## src/rtl/pair_pattern_driver_if.sv

```systemverilog
// Bundle of table-load, playback-control and driven-pair signals for pair_pattern_driver.
// The master side is the controller or bench; the slave side is the pattern driver.
interface pair_pattern_driver_if #(
    parameter int DEPTH   = 8,
    parameter int DWELL_W = 8,
    parameter int REP_W   = 4
);
    localparam int IDX_W = $clog2(DEPTH);
    localparam int CNT_W = IDX_W + 1;

    logic               wr_valid;
    logic               wr_ready;
    logic               wr_a;
    logic               wr_b;
    logic [DWELL_W-1:0] wr_dwell;
    logic               clear;
    logic               start;
    logic [REP_W-1:0]   repeat_cnt;
    logic               stop;
    logic               a_out;
    logic               b_out;
    logic               eq_out;
    logic               busy;
    logic [IDX_W-1:0]   step_idx;
    logic [CNT_W-1:0]   count;
    logic               done;
    logic               aborted;
    logic               err_empty;

    modport master (
        output wr_valid, wr_a, wr_b, wr_dwell, clear, start, repeat_cnt, stop,
        input  wr_ready, a_out, b_out, eq_out, busy, step_idx, count,
               done, aborted, err_empty
    );

    modport slave (
        input  wr_valid, wr_a, wr_b, wr_dwell, clear, start, repeat_cnt, stop,
        output wr_ready, a_out, b_out, eq_out, busy, step_idx, count,
               done, aborted, err_empty
    );
endinterface

```

## src/rtl/pair_pattern_driver.sv

```systemverilog
// Plays a loaded table of (a, b, dwell) steps onto a registered output pair.
// a_out, b_out and eq_out are updated together so a downstream a==b checker never sees skew.
module pair_pattern_driver #(
    parameter int DEPTH   = 8,
    parameter int DWELL_W = 8,
    parameter int REP_W   = 4
) (
    input  logic                  clk,
    input  logic                  rst,
    pair_pattern_driver_if.slave  bus
);
    localparam int IDX_W   = $clog2(DEPTH);
    localparam int CNT_W   = IDX_W + 1;
    localparam int ENTRY_W = 2 + DWELL_W;
    localparam logic [CNT_W-1:0] DEPTH_C = CNT_W'(DEPTH);

    typedef enum logic {S_IDLE, S_PLAY} state_t;

    state_t             state_q, state_d;
    logic [CNT_W-1:0]   count_q, count_d;
    logic [IDX_W-1:0]   step_idx_q, step_idx_d;
    logic               a_q, a_d;
    logic               b_q, b_d;
    logic               eq_q, eq_d;
    logic [DWELL_W-1:0] dwell_q, dwell_d;
    logic [REP_W-1:0]   passes_q, passes_d;
    logic               done_q, done_d;
    logic               aborted_q, aborted_d;
    logic               err_empty_q, err_empty_d;

    logic [ENTRY_W-1:0] table_mem [DEPTH];

    logic               wr_ready;
    logic               wr_fire;
    logic [CNT_W-1:0]   next_idx;
    logic [ENTRY_W-1:0] entry_first;
    logic [ENTRY_W-1:0] entry_next;
    logic               do_load;
    logic [IDX_W-1:0]   ld_idx;
    logic [ENTRY_W-1:0] ld_entry;

    assign wr_ready = (state_q == S_IDLE) && !bus.start && (count_q < DEPTH_C);
    // clear in the same cycle as a write drops the write
    assign wr_fire  = wr_ready && bus.wr_valid && !bus.clear;
    assign next_idx = {1'b0, step_idx_q} + CNT_W'(1);

    // Both possible next steps are read up front so the FSM picks between them without a loop.
    assign entry_first = table_mem[0];
    assign entry_next  = table_mem[next_idx[IDX_W-1:0]];

    always_ff @(posedge clk) begin
        if (wr_fire) begin
            table_mem[count_q[IDX_W-1:0]] <= {bus.wr_a, bus.wr_b, bus.wr_dwell};
        end
    end

    always_comb begin
        state_d     = state_q;
        count_d     = count_q;
        step_idx_d  = step_idx_q;
        a_d         = a_q;
        b_d         = b_q;
        eq_d        = eq_q;
        dwell_d     = dwell_q;
        passes_d    = passes_q;
        done_d      = 1'b0;
        aborted_d   = 1'b0;
        err_empty_d = 1'b0;
        do_load     = 1'b0;
        ld_idx      = '0;
        ld_entry    = entry_first;

        unique case (state_q)
            S_IDLE: begin
                // start outranks clear so a playback never begins on a table emptied that cycle
                if (bus.start) begin
                    if (count_q == '0) begin
                        err_empty_d = 1'b1;
                    end else begin
                        state_d  = S_PLAY;
                        passes_d = bus.repeat_cnt;
                        do_load  = 1'b1;
                    end
                end else if (bus.clear) begin
                    count_d = '0;
                end else if (wr_fire) begin
                    count_d = count_q + CNT_W'(1);
                end
            end
            S_PLAY: begin
                if (bus.stop) begin
                    state_d   = S_IDLE;
                    aborted_d = 1'b1;
                end else if (dwell_q != '0) begin
                    dwell_d = dwell_q - DWELL_W'(1);
                end else if (next_idx < count_q) begin
                    do_load  = 1'b1;
                    ld_idx   = next_idx[IDX_W-1:0];
                    ld_entry = entry_next;
                end else if (passes_q != '0) begin
                    passes_d = passes_q - REP_W'(1);
                    do_load  = 1'b1;
                end else begin
                    state_d = S_IDLE;
                    done_d  = 1'b1;
                end
            end
            default: state_d = S_IDLE;
        endcase

        if (do_load) begin
            a_d        = ld_entry[ENTRY_W-1];
            b_d        = ld_entry[ENTRY_W-2];
            eq_d       = (ld_entry[ENTRY_W-1] == ld_entry[ENTRY_W-2]);
            dwell_d    = ld_entry[DWELL_W-1:0];
            step_idx_d = ld_idx;
        end
    end

    always_ff @(posedge clk) begin
        if (rst) begin
            state_q     <= S_IDLE;
            count_q     <= '0;
            step_idx_q  <= '0;
            a_q         <= 1'b0;
            b_q         <= 1'b0;
            eq_q        <= 1'b1;
            dwell_q     <= '0;
            passes_q    <= '0;
            done_q      <= 1'b0;
            aborted_q   <= 1'b0;
            err_empty_q <= 1'b0;
        end else begin
            state_q     <= state_d;
            count_q     <= count_d;
            step_idx_q  <= step_idx_d;
            a_q         <= a_d;
            b_q         <= b_d;
            eq_q        <= eq_d;
            dwell_q     <= dwell_d;
            passes_q    <= passes_d;
            done_q      <= done_d;
            aborted_q   <= aborted_d;
            err_empty_q <= err_empty_d;
        end
    end

    assign bus.wr_ready  = wr_ready;
    assign bus.a_out     = a_q;
    assign bus.b_out     = b_q;
    assign bus.eq_out    = eq_q;
    assign bus.busy      = (state_q == S_PLAY);
    assign bus.step_idx  = step_idx_q;
    assign bus.count     = count_q;
    assign bus.done      = done_q;
    assign bus.aborted   = aborted_q;
    assign bus.err_empty = err_empty_q;
endmodule

```

## src/flat_wrapper.sv

```systemverilog
// flat-port wrapper written by rule: the top's interface ports become plain ports
module pair_pattern_driver_flat 
#(
    parameter int DEPTH   = 8,
    parameter int DWELL_W = 8,
    parameter int REP_W   = 4
)
  (clk, rst, bus_wr_valid, bus_wr_a, bus_wr_b, bus_wr_dwell, bus_clear, bus_start, bus_repeat_cnt, bus_stop, bus_wr_ready, bus_a_out, bus_b_out, bus_eq_out, bus_busy, bus_step_idx, bus_count, bus_done, bus_aborted, bus_err_empty);
  pair_pattern_driver_if #(.DEPTH(DEPTH), .DWELL_W(DWELL_W), .REP_W(REP_W)) bus_i ();
  input  logic clk;
  input  logic rst;
  input wire logic [$bits(bus_i.wr_valid)-1:0] bus_wr_valid;
  input wire logic [$bits(bus_i.wr_a)-1:0] bus_wr_a;
  input wire logic [$bits(bus_i.wr_b)-1:0] bus_wr_b;
  input wire logic [$bits(bus_i.wr_dwell)-1:0] bus_wr_dwell;
  input wire logic [$bits(bus_i.clear)-1:0] bus_clear;
  input wire logic [$bits(bus_i.start)-1:0] bus_start;
  input wire logic [$bits(bus_i.repeat_cnt)-1:0] bus_repeat_cnt;
  input wire logic [$bits(bus_i.stop)-1:0] bus_stop;
  output wire logic [$bits(bus_i.wr_ready)-1:0] bus_wr_ready;
  output wire logic [$bits(bus_i.a_out)-1:0] bus_a_out;
  output wire logic [$bits(bus_i.b_out)-1:0] bus_b_out;
  output wire logic [$bits(bus_i.eq_out)-1:0] bus_eq_out;
  output wire logic [$bits(bus_i.busy)-1:0] bus_busy;
  output wire logic [$bits(bus_i.step_idx)-1:0] bus_step_idx;
  output wire logic [$bits(bus_i.count)-1:0] bus_count;
  output wire logic [$bits(bus_i.done)-1:0] bus_done;
  output wire logic [$bits(bus_i.aborted)-1:0] bus_aborted;
  output wire logic [$bits(bus_i.err_empty)-1:0] bus_err_empty;
  assign bus_i.wr_valid = bus_wr_valid;
  assign bus_i.wr_a = bus_wr_a;
  assign bus_i.wr_b = bus_wr_b;
  assign bus_i.wr_dwell = bus_wr_dwell;
  assign bus_i.clear = bus_clear;
  assign bus_i.start = bus_start;
  assign bus_i.repeat_cnt = bus_repeat_cnt;
  assign bus_i.stop = bus_stop;
  assign bus_wr_ready = bus_i.wr_ready;
  assign bus_a_out = bus_i.a_out;
  assign bus_b_out = bus_i.b_out;
  assign bus_eq_out = bus_i.eq_out;
  assign bus_busy = bus_i.busy;
  assign bus_step_idx = bus_i.step_idx;
  assign bus_count = bus_i.count;
  assign bus_done = bus_i.done;
  assign bus_aborted = bus_i.aborted;
  assign bus_err_empty = bus_i.err_empty;
  pair_pattern_driver #(.DEPTH(DEPTH), .DWELL_W(DWELL_W), .REP_W(REP_W)) u_core (.clk(clk), .rst(rst), .bus(bus_i));
endmodule
```

## config.mk

```make
export PLATFORM = sky130hd
export DESIGN_NAME = pair_pattern_driver_flat
export DESIGN_NICKNAME = d
export VERILOG_FILES = /design/src/rtl/pair_pattern_driver_if.sv /design/src/rtl/pair_pattern_driver.sv /design/src/flat_wrapper.sv
export SDC_FILE = /design/constraint.sdc
export NUM_CORES = 1
export LEC_CHECK = 0
export ABC_AREA = 1
export ABC_CLOCK_PERIOD_IN_PS = 2000
export CAP_MARGIN = 25
export CELL_PAD_IN_SITES_DETAIL_PLACEMENT = 1
export CELL_PAD_IN_SITES_GLOBAL_PLACEMENT = 1
export CORE_MARGIN = 10
export CORE_UTILIZATION = 41
export CTS_CLUSTER_DIAMETER = 50
export DETAILED_ROUTE_END_ITERATION = 8
export HOLD_SLACK_MARGIN = 0.05
export PLACE_DENSITY = 0.75
export SETUP_SLACK_MARGIN = 0.05
export SLEW_MARGIN = 20
export SYNTH_ARGS = -nofsm -noshare
export SYNTH_HDL_FRONTEND = slang
export SYNTH_SLANG_ARGS = --single-unit
```

## constraint.sdc

```tcl
create_clock -name clk -period 2 [get_ports clk]
set_input_delay 0.4 -clock clk [delete_from_list [all_inputs] [get_ports clk]]
set_output_delay 0.4 -clock clk [all_outputs]
set_load 0.01 [all_outputs]
```

Word level (Yosys, flattened, before mapping)
Memory sizes are Yosys's and may differ from the RTL's.
Index checks and enable logic that the tools add are counted.
{"block": "classes", "n_lt_le_gt_ge": 2, "muxes": 36, "bitwise_logic": 2, "n_addsub": 4, "n_reduce_logical": 18, "n_eq_ne": 8}
{"operator": "$mux W10", "count": 4}
{"operator": "$mux W4", "count": 8}
{"operator": "$mux W8", "count": 4}
{"operator": "$mux W1", "count": 13}
{"operator": "$mux W3", "count": 4}
{"operator": "$ne A2 B2 Y1 const B", "count": 6}
{"operator": "$pmux W4 S2", "count": 1}
{"operator": "$reduce_bool A8 Y1", "count": 1}
{"operator": "$sub A8 B1 Y8 const B", "count": 1}
{"operator": "$reduce_and A3 Y1", "count": 2}
{"operator": "$reduce_and A6 Y1", "count": 1}
{"operator": "$reduce_bool A2 Y1", "count": 3}
{"operator": "$reduce_or A5 Y1", "count": 1}
{"operator": "$add A3 B1 Y4 const B", "count": 1}
{"operator": "$add A4 B1 Y4 const B", "count": 1}
{"operator": "$logic_and A1 B1 Y1", "count": 4}
{"operator": "$logic_not A4 Y1", "count": 1}
{"operator": "$lt A4 B4 Y1", "count": 1}
{"operator": "$lt A4 B4 Y1 const B", "count": 1}
{"operator": "$pmux W1 S2", "count": 2}
{"operator": "$reduce_bool A4 Y1", "count": 1}
{"operator": "$sub A4 B1 Y4 const B", "count": 1}
{"operator": "$reduce_or A3 Y1", "count": 1}
{"operator": "$logic_not A1 Y1", "count": 2}
{"operator": "other kinds (4)", "count": 5}
{"block": "word_totals", "n_memories": 1, "mem_bits_rw": 80, "word_cells": 82, "in_bits": 20, "output_inout_bits": 15, "ff_bits": 26}
{"memory": "u_core.table_mem", "words": 8, "word_bits": 10, "read_ports": 2, "rd_ports_with_merged_regs": 0, "write_ports": 1, "line": "pair_pattern_driver.sv:31", "rtl": "logic [ENTRY_W-1:0] table_mem [DEPTH];"}

Longest topological paths before layout
{"block": "logic_depth", "ltp_word": 8, "mapped_depth": 17, "ltp_nobuf": 15}

Least setup slack after synthesis
OpenSTA, ideal clock, no wires.
{"block": "synth_timing", "path_type": "reg2reg", "startpoint": "register u_core.state_q (netlist: u_core.bus.busy)", "endpoint": "memory u_core.table_mem[0][0] in the netlist's numbering, enable pin", "setup_slack_ns": -0.274, "t_arrival_ns": 1.884, "setup_ns": 0.390, "synth_period_minus_slack_ns": 2.274, "path_stages_with_launch": 6, "t_required_ns": 1.610, "n_path_buf": 0, "path_cell_list": "dfxtp_1 nor3_1 nand2_1 nor2_1 nand2_1 nor3_1"}
{"block": "synth_via", "elab_chain_cells": 7}
{"item": "start: declaration", "line": "pair_pattern_driver.sv:19", "rtl": "state_t state_q, state_d;"}
{"item": "start signal: assignment", "line": "pair_pattern_driver.sv:134", "rtl": "state_q <= state_d;"}
{"item": "$not A1 Y1", "line": "pair_pattern_driver.sv:42", "rtl": "assign wr_ready = (state_q == S_IDLE) && !bus.start && (count_q < DEPTH_C);"}
{"item": "$logic_and A1 B1 Y1 (2 in a row)", "line": "pair_pattern_driver.sv:42"}
{"item": "via bus_wr_ready", "line": "flat_wrapper.sv:20", "rtl": "output wire logic [$bits(bus_i.wr_ready)-1:0] bus_wr_ready;"}
{"item": "$logic_and A1 B1 Y1 (2 in a row)", "line": "pair_pattern_driver.sv:44", "rtl": "assign wr_fire = wr_ready && bus.wr_valid && !bus.clear;"}
{"item": "$mux W1", "line": "pair_pattern_driver.sv:52", "rtl": "if (wr_fire) begin"}
{"item": "$mux W1 (implied by the code)", "line": "pair_pattern_driver.sv:53", "rtl": "table_mem[count_q[IDX_W-1:0]] <= {bus.wr_a, bus.wr_b, bus.wr_dwell};"}
{"item": "end: declaration", "line": "pair_pattern_driver.sv:31"}
The timed path passes the listed nets, and every way through them passes these cells.

Worst setup path in the final report
{"block": "layout_timing", "startpoint": "register u_core.step_idx_q[1] (netlist: u_core.bus.step_idx[1])", "endpoint": "register u_core.dwell_q[1]"}
{"block": "layout_via", "elab_chain_cells": 8, "elab_cells_between_ends": 16, "classes_between": "1 x add/sub; 1 x order compare; 1 x eq/ne; 9 x mux; 3 x reduce/logical; 1 x memory"}
{"item": "start: declaration", "line": "pair_pattern_driver.sv:21", "rtl": "logic [IDX_W-1:0] step_idx_q, step_idx_d;"}
{"item": "start signal: assignment", "line": "pair_pattern_driver.sv:136", "rtl": "step_idx_q <= step_idx_d;"}
{"item": "$add A3 B1 Y4 (*)", "line": "pair_pattern_driver.sv:45", "rtl": "assign next_idx = {1'b0, step_idx_q} + CNT_W'(1);"}
{"item": "$lt A4 B4 Y1", "line": "pair_pattern_driver.sv:96", "rtl": "end else if (next_idx < count_q) begin"}
{"item": "$mux W1", "line": "pair_pattern_driver.sv:96"}
{"item": "$mux W1", "line": "pair_pattern_driver.sv:94", "rtl": "end else if (dwell_q != '0) begin"}
{"item": "$mux W1", "line": "pair_pattern_driver.sv:91", "rtl": "if (bus.stop) begin"}
{"item": "$pmux W1 S2", "line": "pair_pattern_driver.sv:73", "rtl": "unique case (state_q)"}
{"item": "$ne A2 B1 Y1 (no line) or $reduce_bool A2 Y1 (tied branches)"}
{"item": "$reduce_and A3 Y1 (no line)"}
{"item": "end signal: assignment", "line": "pair_pattern_driver.sv:140", "rtl": "dwell_q <= dwell_d;"}
{"item": "end: declaration", "line": "pair_pattern_driver.sv:25", "rtl": "logic [DWELL_W-1:0] dwell_q, dwell_d;"}
Mark *: on every way between the ends. The rest lies on a longest branch, timed or not.
A chain may end at the register's enable or synchronous reset.

==> summary.txt <==
Largest stage delay, worst path: 350 ps
Pwr/cell area: 708 nW/µm²
Via count: 4426
Die height: 133 µm
Syn. warnings: 0
Io pins: 35
WP data arrival: 2360 ps
FILL cells: 1456
Layout cells sized above 1: 19.5%
Worst path depth: 14
Vias per std cell: 5.11
Reg2reg end: u_core.dwell_q[1]$_SDFFE_PP0P_
Worst slew pin tran: 512 ps
Clock sink count: 106
Starting density of the core: 41.5%
Worst hold path type: reg2reg
CP bufs+invs: 2
Nets@finish: 719
WS Path Type: reg2reg
Yosys cell types: 28
CTS max path bufs: 2
Largest net degree at the start of global routing: 40
Crit start category: register
Synth area leader: edfxtp_1
Remaining antenna violation count: 0
Max-cap violation count: 0
Total GRT Usage: 18.1%
Clock-pin slew on the worst setup and hold paths: 80 ps
Total Neg Setup Slack: -220 ps
Clk pwr share: 39.0%
R2r setup slk: -40 ps
Slowest CP cell: dfxtp_2
Wire per inst: 19.6 µm
Async set or reset register ratio after synthesis: 0%
Worst slew margin: 65.8%
Ant. Diodes: 0
Tcrit/Tclk final: 102%
Final Max Slew Viols: 0
Failing checks: negative setup slack
Core area: 12600 µm²
Int Pwr: 3560 µW
Static Leak: 0.00304 µW
TritonCTS buffer count: 9
Syn Area/Cell: 8.49 µm²
Sw power: 1190 µW
Critical path's most frequent cell: nand2_1
Cells on worst reg2reg path: 14
EDFF count, synth: 80
Setup ws final: -44.5 ps
Top_reg_cell synth: edfxtp_1
CP delay by family, top: simple AND/OR/NAND/NOR gates
Root Driver: clkbuf_16
Minimum clock period: 2040 ps
Status: finished, violations left
Endpoints failing hold: 0
Overall Power: 4750 µW
Hold Crit Start: u_core.bus.a_out$_SDFFE_PP0P_
RSZ-0062 raised after global routing: true
Die Area: 17600 µm²
VDD IR max: 0.499 mV
DRC Markers: 0
Sequential share of power: 50.6%
Congestion Overflow GR: 0
Row Count: 41
First-pass GRT wire length: 24900 µm
Vias in the first global route: 4608
Drt initial violations: 254
Port bufs: 34
Area grow syn2layout: 28.5%
Setup Skew: 9.49 ps
Cells after Synth: 615
Worst EP required: 2310 ps
Skew-Pair Late Insertion Delay: 360 ps
Final Wtd Congestion: 0.819
Hold path cells: 2
CTS tree: done
Synth Cell Area: 5220 µm²
Die X: 133 µm
Hold Buf Count CTS: 0
Crit-path max FO: 8
Ranking of synthesized cells by area: edfxtp_1 (46%), nand2_1 (16%), dfxtp_1 (10%)
Fmax: 489 MHz
Net count of the mapped netlist: 645
Yosys reg bits: 106
Final setup fails: 10
Sequential element share of the synthesized area: 56.0%
CTS H-tree depth: 3
Hold Path Sink: u_core.bus.a_out$_SDFFE_PP0P_
Worst r2r src: u_core.bus.step_idx[1]$_SDFFE_PP0P_
CP Cell Sequence: ha_4 -> ha_1 -> nand2_1 -> nand2_2 -> nand2_4 -> nand2_8 -> nor2_4 -> buf_12 -> nand2_1 -> nand2_1 -> nand2_1 -> nand3_1 -> nand2_1 -> inv_1
Post-Route WL: 17000 µm
Synth top area share: 46.0%
Crit path from: u_core.bus.step_idx[1]$_SDFFE_PP0P_
Initial DRT Pass Iterations: 5
Gate power share: 10.5%
Switching share of total power: 25.0%
Initial antenna violation count: 0
DPL Wire Length: 11100 µm
CP Capture Type: register
==> logic make-up (layout without fill, tap and decap cells) <==
family,Yosys count,count (layout),synth area share (%)
simple gates,339,342,27.4
buf+inv,120,196,9.49
flops,106,106,56.0
compound gates,32,32,3.33
fa+ha+maj,10,10,2.40
xor+xnor,8,8,1.34
==> stage by stage <==
stage / instance area [µm²] / setup slack [ps] / instances / hold slack (ps) / util (%)
2_1_floorplan: 5310 / -9.19 / 615 / 454 / -
3_3_place_gp: 6020 / -296 / 836 / 459 / 47.9
3_5_place_dp: 6020 / -327 / 836 / 457 / 47.9
4_1_cts: 6460 / -68.6 / 858 / 470 / 51.4
5_1_grt: 6710 / -152 / 866 / 506 / 53.4
6_report: 6710 / -44.5 / 866 / 487 / 53.4
==> cell usage after synthesis, types with 6 or more instances <==
cell / instances
a21oi_1: 16
dfxtp_1: 26
nand3_1: 67
nand2_1: 217
edfxtp_1: 80
nand2_2: 10
nor2_1: 28
inv_1: 97
buf_2: 12
o21ai_0: 8
nor3_1: 10
xor2_1: 6
ha_1: 10
==> area by class of cell <==
class / instances / area (µm²) / area share, %
Timing Repair Buffer: 81 / 751 / 11.2
Sequential cell: 106 / 2930 / 43.7
Clock inverter: 7 / 75.1 / 1.12
Clock buffer: 9 / 225 / 3.36
Tap cell: 172 / 215 / 3.21
Multi-Input combinational cell: 392 / 2140 / 31.9
Inverter: 99 / 374 / 5.58
==> cells in the final DEF (no fill, tap or decap), drive strengths merged <==
cell and n:
nand2 230, inv 101, edfxtp 80, nand3 67
buf 47, clkdlybuf4s50 33, nor2 31, dfxtp 26
a21oi 17, o21ai 14, nor3 11, ha 10
clkbuf 9, xor2 6, clkinv 3, xnor2 2
a21boi 1, nand3b 1, or2 1, nand4 1
bufinv 1, clkinvlp 1, dlygate4sd2 1
==> worst max path at each step <==
stage | to | slack [ps]
finish | u_core.dwell_q[1]$_SDFFE_PP0P_ | -40
global route | u_core.dwell_q[0]$_SDFFE_PP0P_ | -150
CTS | u_core.dwell_q[2]$_SDFFE_PP0P_ | -70
detailed placement | u_core.table_mem[0][2]$_DFFE_PP_ | -330
global placement | u_core.table_mem[4][4]$_DFFE_PP_ | -300
floorplan | u_core.table_mem[6][0]$_DFFE_PP_ | -9
==> worst reg2reg max path, cell delays in order (launching register included) <==
cell	delay, ps
dfxtp_2	350
ha_4	260
ha_1	270
nand2_1	100
nand2_2	110
nand2_4	120
nand2_8	80
nor2_4	200
buf_12	150
nand2_1	50
nand2_1	60
nand2_1	60
nand3_1	80
nand2_1	60
inv_1	50
==> state kept, by name, indices dropped and copies added (netlist names) <==
name                  flops
u_core.table_mem         80
u_core.dwell_q            8
u_core.bus.count          4
u_core.passes_q           4
u_core.bus.step_idx       3
u_core.bus.a_out          1
u_core.bus.aborted        1
u_core.bus.b_out          1
u_core.bus.busy           1
u_core.bus.done           1
u_core.bus.eq_out         1
u_core.bus.err_empty      1
==> repair_timing <==
item                                    4_1_cts  5_1_grt
buffers inserted                              4        6
endpoints found under the setup margin       69       89
gates resized for setup                      27       42
hold endpoints to repair                      0        0
gates cloned                                  2        2
pin swaps                                    12       16
==> power groups by stage <==
stage               Combinational, µW  Sequential, µW  Clock, µW
floorplan                         220            2450          0
finish                            498            2400       1850
detailed placement                399            2450          0
global route                      542            2400       1950
CTS                               444            2400       1860
global placement                  384            2450          0
==> layer usage <==
metal | global-route usage (%) | vias up | share of wire, %
li1 | - | 2096 | -
met1 | 22.7 | 2208 | 43
met2 | 30.6 | 94 | 52
met3 | 2.84 | 28 | 2.8
met4 | 6.66 | 0 | 2.1
met5 | 0 | - | 0
Note: power is estimated with default switching activity, not from simulation.
